`src/rtl/ram_arbiter_pkg.sv`:
```
// Shared constants and types for the image-RAM arbiter slice.
package ram_arbiter_pkg;

  localparam int ARB_N_REQ    = 4;
  localparam int RAM_RD_LAT   = 2;
  localparam int ARB_LOCK_MAX = 8;

  typedef enum logic {
    ARB,
    LOCKED
  } arb_state_t;

  function automatic int clog2_min1(input int n);
    return (n > 1) ? $clog2(n) : 1;
  endfunction

endpackage

```
`src/rtl/ram_arbiter_rr_pick.sv`:
```
// Round-robin first-one finder: picks the first set request at or after i_start,
// wrapping, and returns it both one-hot and as an index.
module ram_arbiter_rr_pick #(
  parameter int N  = 3,
  parameter int IW = 2
) (
  input  logic [N-1:0]  i_req,
  input  logic [IW-1:0] i_start,
  output logic [N-1:0]  o_gnt,
  output logic [IW-1:0] o_idx
);

  logic [2*N-1:0] w_dbl;
  logic [N-1:0]   w_rot;
  logic [IW:0]    w_off;
  logic [IW:0]    w_sum;
  logic           w_any;

  // Rotate so the start position sits at bit 0; the lowest set bit is then the winner.
  assign w_dbl = {i_req, i_req} >> i_start;
  assign w_rot = w_dbl[N-1:0];

  always_comb begin
    w_off = '0;
    w_any = 1'b0;
    for (int i = N - 1; i >= 0; i--) begin
      if (w_rot[i]) begin
        w_off = (IW+1)'(i);
        w_any = 1'b1;
      end
    end
  end

  assign w_sum = {1'b0, i_start} + w_off;
  assign o_idx = (w_sum >= (IW+1)'(N)) ? IW'(w_sum - (IW+1)'(N)) : IW'(w_sum);
  assign o_gnt = w_any ? (N'(1) << o_idx) : '0;

endmodule

```
`src/rtl/ram_arbiter.sv`:
```
// Shares the single-port image RAM between the host loader (port 0, fixed priority)
// and round-robin engine ports, with burst lock and tagged read-return routing.
module ram_arbiter
  import ram_arbiter_pkg::*;
#(
  parameter int N_REQ    = ARB_N_REQ,
  parameter int ADDR_W   = 16,
  parameter int DATA_W   = 8,
  parameter int RD_LAT   = RAM_RD_LAT,
  parameter int LOCK_MAX = ARB_LOCK_MAX
) (
  input  logic                    clk,
  input  logic                    aclr_n,
  input  logic [N_REQ-1:0]        i_req,
  input  logic [N_REQ-1:0]        i_we,
  input  logic [N_REQ-1:0]        i_lock,
  input  logic [N_REQ*ADDR_W-1:0] i_addr,
  input  logic [N_REQ*DATA_W-1:0] i_wdata,
  output logic [N_REQ-1:0]        o_gnt,
  output logic [N_REQ-1:0]        o_rvalid,
  output logic [DATA_W-1:0]       o_rdata,
  output logic                    o_lock_timeout,
  output logic                    o_ram_we,
  output logic [ADDR_W-1:0]       o_ram_addr,
  output logic [DATA_W-1:0]       o_ram_wdata,
  input  logic [DATA_W-1:0]       i_ram_rdata
);

  localparam int PW = clog2_min1(N_REQ);
  localparam int EW = clog2_min1(N_REQ - 1);
  localparam int CW = clog2_min1(LOCK_MAX);
  localparam logic [PW-1:0] LAST_ENG = PW'(N_REQ - 1);

  arb_state_t      r_state;
  logic [PW-1:0]   r_owner;
  logic [PW-1:0]   r_rr_ptr;
  logic [CW-1:0]   r_lock_cnt;
  logic            r_lock_timeout;
  logic [RD_LAT:0] r_tag_vld;
  logic [PW-1:0]   r_tag_port [RD_LAT+1];

  logic [N_REQ-2:0]  w_eng_gnt;
  logic [EW-1:0]     w_eng_idx;
  logic [EW-1:0]     w_rr_start;
  logic [N_REQ-1:0]  w_gnt;
  logic [PW-1:0]     w_acc_idx;
  logic              w_acc;
  logic              w_acc_we;
  logic              w_acc_lock;
  logic [ADDR_W-1:0] w_acc_addr;
  logic [DATA_W-1:0] w_acc_wdata;
  logic              w_lock_release;
  logic              w_lock_expire;

  function automatic logic [PW-1:0] rr_after(input logic [PW-1:0] port);
    return (port == LAST_ENG) ? PW'(1) : port + PW'(1);
  endfunction

  assign w_rr_start = EW'(r_rr_ptr - PW'(1));

  ram_arbiter_rr_pick #(
    .N  (N_REQ - 1),
    .IW (EW)
  ) u_rr_pick (
    .i_req   (i_req[N_REQ-1:1]),
    .i_start (w_rr_start),
    .o_gnt   (w_eng_gnt),
    .o_idx   (w_eng_idx)
  );

  always_comb begin
    w_gnt     = '0;
    w_acc_idx = '0;
    if (!aclr_n) begin
      w_gnt = '0;
    end else if (r_state == LOCKED) begin
      w_gnt[r_owner] = i_req[r_owner];
      w_acc_idx      = r_owner;
    end else if (i_req[0]) begin
      w_gnt[0] = 1'b1;
    end else begin
      w_gnt[N_REQ-1:1] = w_eng_gnt;
      w_acc_idx        = PW'(w_eng_idx) + PW'(1);
    end
  end

  always_comb begin
    w_acc_we    = 1'b0;
    w_acc_lock  = 1'b0;
    w_acc_addr  = '0;
    w_acc_wdata = '0;
    for (int p = 0; p < N_REQ; p++) begin
      if (w_acc_idx == PW'(p)) begin
        w_acc_we    = i_we[p];
        w_acc_lock  = i_lock[p];
        w_acc_addr  = i_addr[p*ADDR_W +: ADDR_W];
        w_acc_wdata = i_wdata[p*DATA_W +: DATA_W];
      end
    end
  end

  assign w_acc = |w_gnt;
  // The owner's grant mirrors its request, so both release cases reduce to lock dropping.
  assign w_lock_release = ~i_lock[r_owner];
  assign w_lock_expire  = (r_lock_cnt == CW'(LOCK_MAX - 1));

  always_ff @(posedge clk or negedge aclr_n) begin
    if (!aclr_n) begin
      r_state        <= ARB;
      r_owner        <= '0;
      r_rr_ptr       <= PW'(1);
      r_lock_cnt     <= '0;
      r_lock_timeout <= 1'b0;
    end else begin
      case (r_state)
        ARB: begin
          if (w_acc) begin
            if (w_acc_idx != '0) r_rr_ptr <= rr_after(w_acc_idx);
            if (w_acc_lock) begin
              r_state    <= LOCKED;
              r_owner    <= w_acc_idx;
              r_lock_cnt <= '0;
            end
          end
        end
        LOCKED: begin
          r_lock_cnt <= r_lock_cnt + CW'(1);
          if (w_lock_release || w_lock_expire) begin
            r_state    <= ARB;
            r_lock_cnt <= '0;
            if (r_owner != '0) r_rr_ptr <= rr_after(r_owner);
            if (!w_lock_release) r_lock_timeout <= 1'b1;
          end
        end
        default: r_state <= ARB;
      endcase
    end
  end

  // RAM command stage: address/data hold when idle so the RAM sees stable inputs.
  always_ff @(posedge clk or negedge aclr_n) begin
    if (!aclr_n) begin
      o_ram_we    <= 1'b0;
      o_ram_addr  <= '0;
      o_ram_wdata <= '0;
    end else begin
      o_ram_we <= w_acc & w_acc_we;
      if (w_acc) begin
        o_ram_addr  <= w_acc_addr;
        o_ram_wdata <= w_acc_wdata;
      end
    end
  end

  // Tag pipeline: tail lines up with the RAM's read data.
  always_ff @(posedge clk or negedge aclr_n) begin
    if (!aclr_n) begin
      r_tag_vld <= '0;
      for (int s = 0; s <= RD_LAT; s++) r_tag_port[s] <= '0;
    end else begin
      r_tag_vld     <= {r_tag_vld[RD_LAT-1:0], w_acc & ~w_acc_we};
      r_tag_port[0] <= w_acc_idx;
      for (int s = 1; s <= RD_LAT; s++) r_tag_port[s] <= r_tag_port[s-1];
    end
  end

  always_comb begin
    o_rvalid = '0;
    o_rdata  = '0;
    if (r_tag_vld[RD_LAT]) begin
      o_rvalid[r_tag_port[RD_LAT]] = 1'b1;
      o_rdata                      = i_ram_rdata;
    end
  end

  assign o_gnt          = w_gnt;
  assign o_lock_timeout = r_lock_timeout;

endmodule

```
`config.mk`:
```
export PLATFORM = sky130hd
export DESIGN_NAME = ram_arbiter
export DESIGN_NICKNAME = d
export VERILOG_FILES = /design/src/rtl/ram_arbiter_pkg.sv /design/src/rtl/ram_arbiter_rr_pick.sv /design/src/rtl/ram_arbiter.sv
export SDC_FILE = /design/constraint.sdc
export NUM_CORES = 1
export LEC_CHECK = 0
export CAP_MARGIN = 15
export CORE_MARGIN = 3
export CORE_UTILIZATION = 35
export DETAILED_ROUTE_END_ITERATION = 7
export GPL_ROUTABILITY_DRIVEN = 0
export PLACE_DENSITY = 0.84
export SETUP_SLACK_MARGIN = 0.1
export SLEW_MARGIN = 40
export SYNTH_ARGS = -nofsm -noshare
export SYNTH_HDL_FRONTEND = slang
export SYNTH_SLANG_ARGS = --single-unit
```
`constraint.sdc`:
```
create_clock -name clk -period 4.5 [get_ports clk]
set_input_delay 0.9 -clock clk [delete_from_list [all_inputs] [get_ports clk]]
set_output_delay 0.9 -clock clk [all_outputs]
set_load 0.02 [all_outputs]
```
==> results.sh, run 1 <==
export IMPL_wl_per_cell_um=16.92
export IMPL_p_leak_uw=0.002197
export IMPL_numCtsBuffers=5
export IMPL_crit_required_ns=4.73
export IMPL_h_tree_depth=2
export IMPL_crit_arrival_ns=4.67
export IMPL_startpoint_type="input pin"
export IMPL_core_mm2=0.007807
export IMPL_finalCriticalPeriod_ns=4.439
export IMPL_multi_input_area_mm2=0.002001
export IMPL_clk_latency_ns=0.30
export IMPL_whs_ns=0.3527
export IMPL_worstSetupEndpointType="flop"
export IMPL_finClkSkew_ns=0.01140
export IMPL_max_slew_margin_pct=63.45
export IMPL_grt_first_pass_wirelength_mm=15.04
export IMPL_finalMaxSlewViolations=0
export IMPL_vias=3294
export IMPL_critPathSlowestCell="fa_1"
export IMPL_yosysWarningCount=0
export IMPL_worst_slack_ns=0.06077
export IMPL_drive_gt1_share_pct=23.17
export IMPL_grt_max_degree=44
export IMPL_peakVddDrop_v=0.0003987
export IMPL_syn_to_final_growth_pct=86.90
export IMPL_cap_viol_max_count=0
export IMPL_dpl_cell_area_mm2=0.004863
export IMPL_ys_seq_area_share_pct=37.85
export IMPL_regArea_mm2=0.001077
export IMPL_route_detailed_drc=0
export IMPL_post_place_ws_ns=-0.8109
export IMPL_cts_tree="built"
export IMPL_max_stage_delay_ns=0.49
export IMPL_start_util_pct=36.46
export IMPL_path_cells="buf_2, nand3b_1, o21ai_2, a22o_1, ha_2, fa_1, ha_2, or3_4, a21oi_4, inv_2, ha_4, nor3_4, a21oi_2, nor2_2, inv_2, ha_4, nor2b_4, clkbuf_16, a221oi_2, nor3_1, a21oi_1, o21ai_1"
export IMPL_row_count=32
export IMPL_drt_iter0_markers=81
export IMPL_synth_main_ff_cell="dfrtp_1"
export IMPL_clockBufferDepth=2
export IMPL_synth_edf_count=0
export IMPL_insertedDiodeCount=0
export IMPL_fp_dieH_um=96.18
export IMPL_syn_num_nets=473
export IMPL_clock_root_buffer="clkbuf_8"
export IMPL_numPortBuffers=159
export IMPL_worst_r2r_startpoint="r_rr_ptr[0]$_DFFE_PN1P_"
export IMPL_ios=160
export IMPL_fp_dieArea_mm2=0.009251
export IMPL_powerDensity_mw_per_mm2=732.6
export IMPL_vias_per_cell=5.313
export IMPL_avgSynthCellArea_um2=8.447
export IMPL_fin_total_pwr_uw=3897
export IMPL_hold_viol_final=0
export IMPL_nFillCells=604
export IMPL_drt_first_pass_iters=4
export IMPL_min_period_over_period_pct=98.65
export IMPL_tightest_slew_ns=0.5483
export IMPL_overflow=0
export IMPL_setup_viol=0
export IMPL_min_path_type="reg -> reg"
export IMPL_reg2reg_setup_slack_ns=0.19
export IMPL_grt_pass1_vias=3235
export IMPL_clk_pin_slew_ns=0.09
export IMPL_async_reset_ff_share_pct=100.0
export IMPL_rsz0062_at_grt="true"
export IMPL_ant_nets=0
export IMPL_outcome="finished clean"
export IMPL_cp_num_buf_inv=4
export IMPL_netlist_area_mm2=0.002846
export IMPL_ys_types=45
export IMPL_min_from="r_tag_port[4]$_DFF_PN0_"
export IMPL_nets=653
export IMPL_clock_sinks=43
export IMPL_crit_family="adder cells"
export IMPL_synthCells=337
export IMPL_max_freq_ghz=0.2253
export IMPL_ys_ff_latch=43
export IMPL_track_usage_pct=20.68
export IMPL_crit_start="i_req[1]"
export IMPL_grt_antenna_before_repair=1
export IMPL_crit_type="in -> reg"
export IMPL_wirelength_mm=10.49
export IMPL_design_area_mm2=0.005320
export IMPL_dpl_hpwl_mm=7.712
export IMPL_critPathMaxFanout=7
export IMPL_fp_dieW_um=96.18
-- metrics by stage --
stage / setup TNS, ns / cells / util, %
finish: 0 / 620 / 68.14
global route: -0.6314 / 620 / 68.14
CTS: 0 / 613 / 64.58
detailed placement: -26.58 / 601 / 62.29
global placement: -21.07 / 601 / 62.29
floorplan: -1.141 / 337 / -
-- registers in the layout (all words and copies together), names as in the netlist --
name and flops:
o_lock_timeout 1, o_ram_addr 16, o_ram_wdata 8, o_ram_we 1, r_lock_cnt 3, r_owner 2, r_rr_ptr 2, r_state 1
r_tag_port 6, r_tag_vld 3
-- kinds of logic after synthesis --
group,Yosys count,synth area share [%]
simple gates,126,21.19
compound gates,104,24.70
flops,43,37.85
buf+inv,40,5.582
fa+ha+maj,18,8.176
mux,5,2.198
xor+xnor,1,0.3077
-- power breakdown --
part | total, µW | internal [µW] | switching [µW]
clock network | 316 | 180 | 136
logic | 2910 | 1440 | 1470
registers | 675 | 548 | 127
total | 3900 | 2160 | 1730
-- worst paths after layout --
check                                             end  cells after the start
hold / removal                r_tag_port[2]$_DFF_PN0_                      0
min in group asynchronous  o_ram_wdata[6]$_DFFE_PN0P_                      2
hold reg to reg               r_tag_port[2]$_DFF_PN0_                      0
setup reg to reg            o_ram_addr[9]$_DFFE_PN0P_                     21
setup / recovery            o_ram_addr[9]$_DFFE_PN0P_                     22
max in group asynchronous     r_rr_ptr[0]$_DFFE_PN1P_                      2
-- what timing repair did --
item,in CTS,in global routing
hold buffers,0,0
pin swaps,13,31
setup buffers,4,6
endpoints found under the setup margin,37,35
gates resized for setup,34,62
cloned,0,1
-- layer usage --
metal  vias up  routed length, µm  track usage (%)
met5         -                 13                0
met4         2                272            6.517
met3        27                911            5.160
met2       139               5495            36.92
met1      1551               3799            24.10
li1       1575                  -                -
-- layout by cell type, fill, tap and decap left out, types with 5 or more instances in the layout --
master,Yosys,final
a21oi_1,29,27
a221oi_2,0,19
and2_1,9,9
buf_4,1,28
buf_6,0,10
clkbuf_8,0,6
clkdlybuf4s50_1,0,152
dfrtp_1,42,42
ha_1,17,10
ha_4,0,5
inv_1,13,10
nand2_1,40,38
nor2_1,34,31
nor3_1,27,21
nor3_2,0,5
o21ai_1,2,23
-- final cells by class --
type | instances | share of cell area [%]
inverters | 14 | 0.9878
flip-flops and latches | 43 | 20.25
repair buffers | 199 | 36.55
clock inverters | 2 | 0.6585
clock buffers | 6 | 1.552
well taps | 102 | 2.399
multi-input cells | 254 | 37.61
-- synthesized netlist by cell type, types with 2 or more instances --
cell type  count  area (µm²)
mux2i_1        4       40.04
nand2_1       40       150.1
clkbuf_1      20       75.07
buf_2          4       20.02
nand3b_1       3       22.52
a221oi_1      24       210.2
nand2b_1       2       12.51
a22oi_1        2       15.01
and2_1         9       56.30
nor2b_1        2       12.51
and3_1         2       12.51
o211ai_1       2       15.01
a211oi_1       3       22.52
nor2_1        34       127.6
a22o_1         4       35.03
inv_1         13       48.80
dfrtp_1       42        1051
a21oi_1       29       145.1
o21ai_1        2       10.01
o21ai_0       28       140.1
or3_1          2       12.51
ha_1          17       212.7
nor3_1        27       135.1
(Power assumes the default switching activity.)
==> inputs of run 2 (changes only) <==
CORE_UTILIZATION = 36   (was 35)
CTS_BUF_LIST = sky130_fd_sc_hd__clkbuf_8   (was default)
PLACE_DENSITY = 0.86   (was 0.84)
SKIP_CTS_REPAIR_TIMING = 1   (was default)
==> run 2 against run 1 <==
Critical path type unchanged. Wire length shrank 4.5%. Core utilization up 1.5 points. Combinational power fell by 7.9%. Clock power shrank 2%. Global-route usage grew 0.89 points. Clock-buffer cell count is 1 lower. Die area is 2.6% lower. Setup slack gained 0.0041 ns. Sequential power decreased by 0.7%. Maximum frequency about the same. Sequential cell count unchanged. Via count down 1.8%. Largest power group unchanged.
==> results.sh, run 2 (synthesized netlist as in run 1, its figures left out) <==
export IMPL_outcome="finished clean"
export IMPL_clockBufferDepth=2
export IMPL_h_tree_depth=2
export IMPL_wirelength_mm=10.02
export IMPL_cp_num_buf_inv=4
export IMPL_insertedDiodeCount=0
export IMPL_crit_family="simple AND/OR/NAND/NOR gates"
export IMPL_track_usage_pct=21.58
export IMPL_critPathSlowestCell="fa_1"
export IMPL_numPortBuffers=159
export IMPL_startpoint_type="input pin"
export IMPL_syn_to_final_growth_pct=82.29
export IMPL_final_common_cell="clkdlybuf4s50_1"
export IMPL_reg2reg_setup_slack_ns=0.21
export IMPL_ant_nets=0
export IMPL_clock_root_buffer="clkbuf_8"
export IMPL_max_slew_margin_pct=63.57
export IMPL_finalMaxSlewViolations=0
export IMPL_min_period_over_period_pct=98.56
export IMPL_regMostFlops="o_ram_addr"
export IMPL_largest_reg_flops=16
export IMPL_fp_dieH_um=94.92
export IMPL_finalCriticalPeriod_ns=4.435
export IMPL_clk_pin_slew_ns=0.09
export IMPL_place_inst=599
export IMPL_core_mm2=0.007447
export IMPL_grt_max_degree=44
export IMPL_crit_required_ns=4.69
export IMPL_crit_type="in -> reg"
export IMPL_row_count=31
export IMPL_layout_common_cells="clkdlybuf4s50_1 (152), dfrtp_1 (42), nand2_1 (40)"
export IMPL_cts_tree="built"
export IMPL_hold_viol_final=0
export IMPL_grt_antenna_before_repair=1
export IMPL_max_freq_ghz=0.2255
export IMPL_grt_pass1_vias=3222
export IMPL_clk_latency_ns=0.30
export IMPL_vias_per_cell=5.319
export IMPL_fp_dieArea_mm2=0.009010
export IMPL_fin_total_pwr_uw=3659
export IMPL_drt_iter0_markers=77
export IMPL_post_place_ws_ns=-0.8329
export IMPL_cap_viol_max_count=0
export IMPL_peakVddDrop_v=0.0003928
export IMPL_p_clk_share_pct=8.5
export IMPL_fp_dieW_um=94.92
export IMPL_rsz0062_at_grt="true"
export IMPL_route_detailed_drc=0
export IMPL_nets=644
export IMPL_powerDensity_mw_per_mm2=705.2
export IMPL_finalNonFillerCells=608
export IMPL_reg_top3="o_ram_addr x16, o_ram_wdata x8, r_tag_port x6"
export IMPL_grt_first_pass_wirelength_mm=15.33
export IMPL_min_path_type="reg -> reg"
export IMPL_critPathMaxFanout=3
export IMPL_clock_sinks=43
export IMPL_max_stage_delay_ns=0.45
export IMPL_worstSetupEndpointType="flop"
export IMPL_finClkSkew_ns=0.008325
export IMPL_vias=3234
export IMPL_path_cells="buf_6, nand2b_4, o21ai_2, a22o_1, ha_2, fa_1, ha_2, or3_4, a21oi_4, inv_2, ha_4, nor3_2, a21oi_1, nor2_1, inv_2, ha_4, buf_6, o21ai_2, o311ai_2, or3_4, mux2i_1"
export IMPL_ios=160
export IMPL_p_leak_uw=0.002157
export IMPL_setup_viol=0
export IMPL_overflow=0
export IMPL_p_seq_share_pct=18.3
export IMPL_wl_per_cell_um=16.49
export IMPL_drt_first_pass_iters=4
export IMPL_crit_arrival_ns=4.62
export IMPL_power_switching_share_pct=44.88
export IMPL_p_comb_share_pct=73.2
export IMPL_internal_power_uw=2017
export IMPL_dpl_hpwl_mm=7.873
export IMPL_tightest_slew_ns=0.5464
export IMPL_p_sw_uw=1642
export IMPL_drive_gt1_share_pct=20.24
export IMPL_start_util_pct=38.22
export IMPL_worst_slack_ns=0.06488
export IMPL_numCtsBuffers=5
-- run 2: final timing paths --
path | startpoint | to | cells after the start
max | i_req[2] | r_owner[1]$_DFFE_PN0P_ | 21
min | r_tag_port[3]$_DFF_PN0_ | r_tag_port[1]$_DFF_PN0_ | 0
max reg2reg | r_rr_ptr[0]$_DFFE_PN1P_ | r_owner[1]$_DFFE_PN0P_ | 20
min reg2reg | r_tag_port[3]$_DFF_PN0_ | r_tag_port[1]$_DFF_PN0_ | 0
max in group asynchronous | aclr_n | r_rr_ptr[0]$_DFFE_PN1P_ | 2
min in group asynchronous | aclr_n | o_ram_wdata[4]$_DFFE_PN0P_ | 2
-- run 2: worst register-to-register path, cell delays in order, from the launching register on --
cell	delay [ns]
dfstp_2	0.63
nand3b_1	0.12
o21ai_2	0.07
a22o_1	0.15
ha_2	0.18
fa_1	0.45
ha_2	0.20
or3_4	0.35
a21oi_4	0.17
inv_2	0.07
ha_4	0.21
nor3_2	0.14
a21oi_1	0.06
nor2_1	0.20
inv_2	0.11
ha_4	0.20
buf_6	0.12
o21ai_2	0.11
o311ai_2	0.12
or3_4	0.41
mux2i_1	0.13
-- run 2: final cells by class --
class	count	area [µm²]
Clock buffer	5	68.82
Clock inverter	3	46.29
Fill cell	584	2258
Inverter	14	52.55
Multi-Input combinational cell	254	1961
Sequential cell	43	1077
Tap cell	99	123.9
Timing Repair Buffer	190	1859
-- run 2: stage by stage --
step | instance area, µm² | utilization, % | TNS, ns | hold slack, ns
2_1_floorplan | 3058 | - | -1.141 | 0.3312
3_3_place_gp | 4867 | 65.36 | -20.85 | 0.3318
3_5_place_dp | 4867 | 65.36 | -26.20 | 0.3347
4_1_cts | 4982 | 66.90 | -15.72 | 0.3556
5_1_grt | 5189 | 69.67 | -2.201 | 0.3618
6_report | 5189 | 69.67 | 0 | 0.3533
-- run 2: layer usage --
layer / track usage (%) / vias to the layer above / wire length [µm]
met3: 6.614 / 18 / 894
met5: 0 / - / 14
met1: 23.92 / 1522 / 3731
met4: 5.168 / 2 / 132
met2: 39.99 / 136 / 5251
li1: - / 1556 / -
-- run 2: power by group through the flow --
stage | registers [µW] | logic (µW) | clock network, µW
finish | 670 | 2680 | 309
CTS | 667 | 2440 | 315
floorplan | 760 | 1480 | 0
global placement | 665 | 2350 | 0
detailed placement | 676 | 2430 | 0
global route | 693 | 2930 | 333
==> inputs of run 3 (changes only) <==
ABC_AREA = 0   (was default)
==> results of run 3 <==
Same layout as run 2: the final DEF is identical, and so are final timing and power.
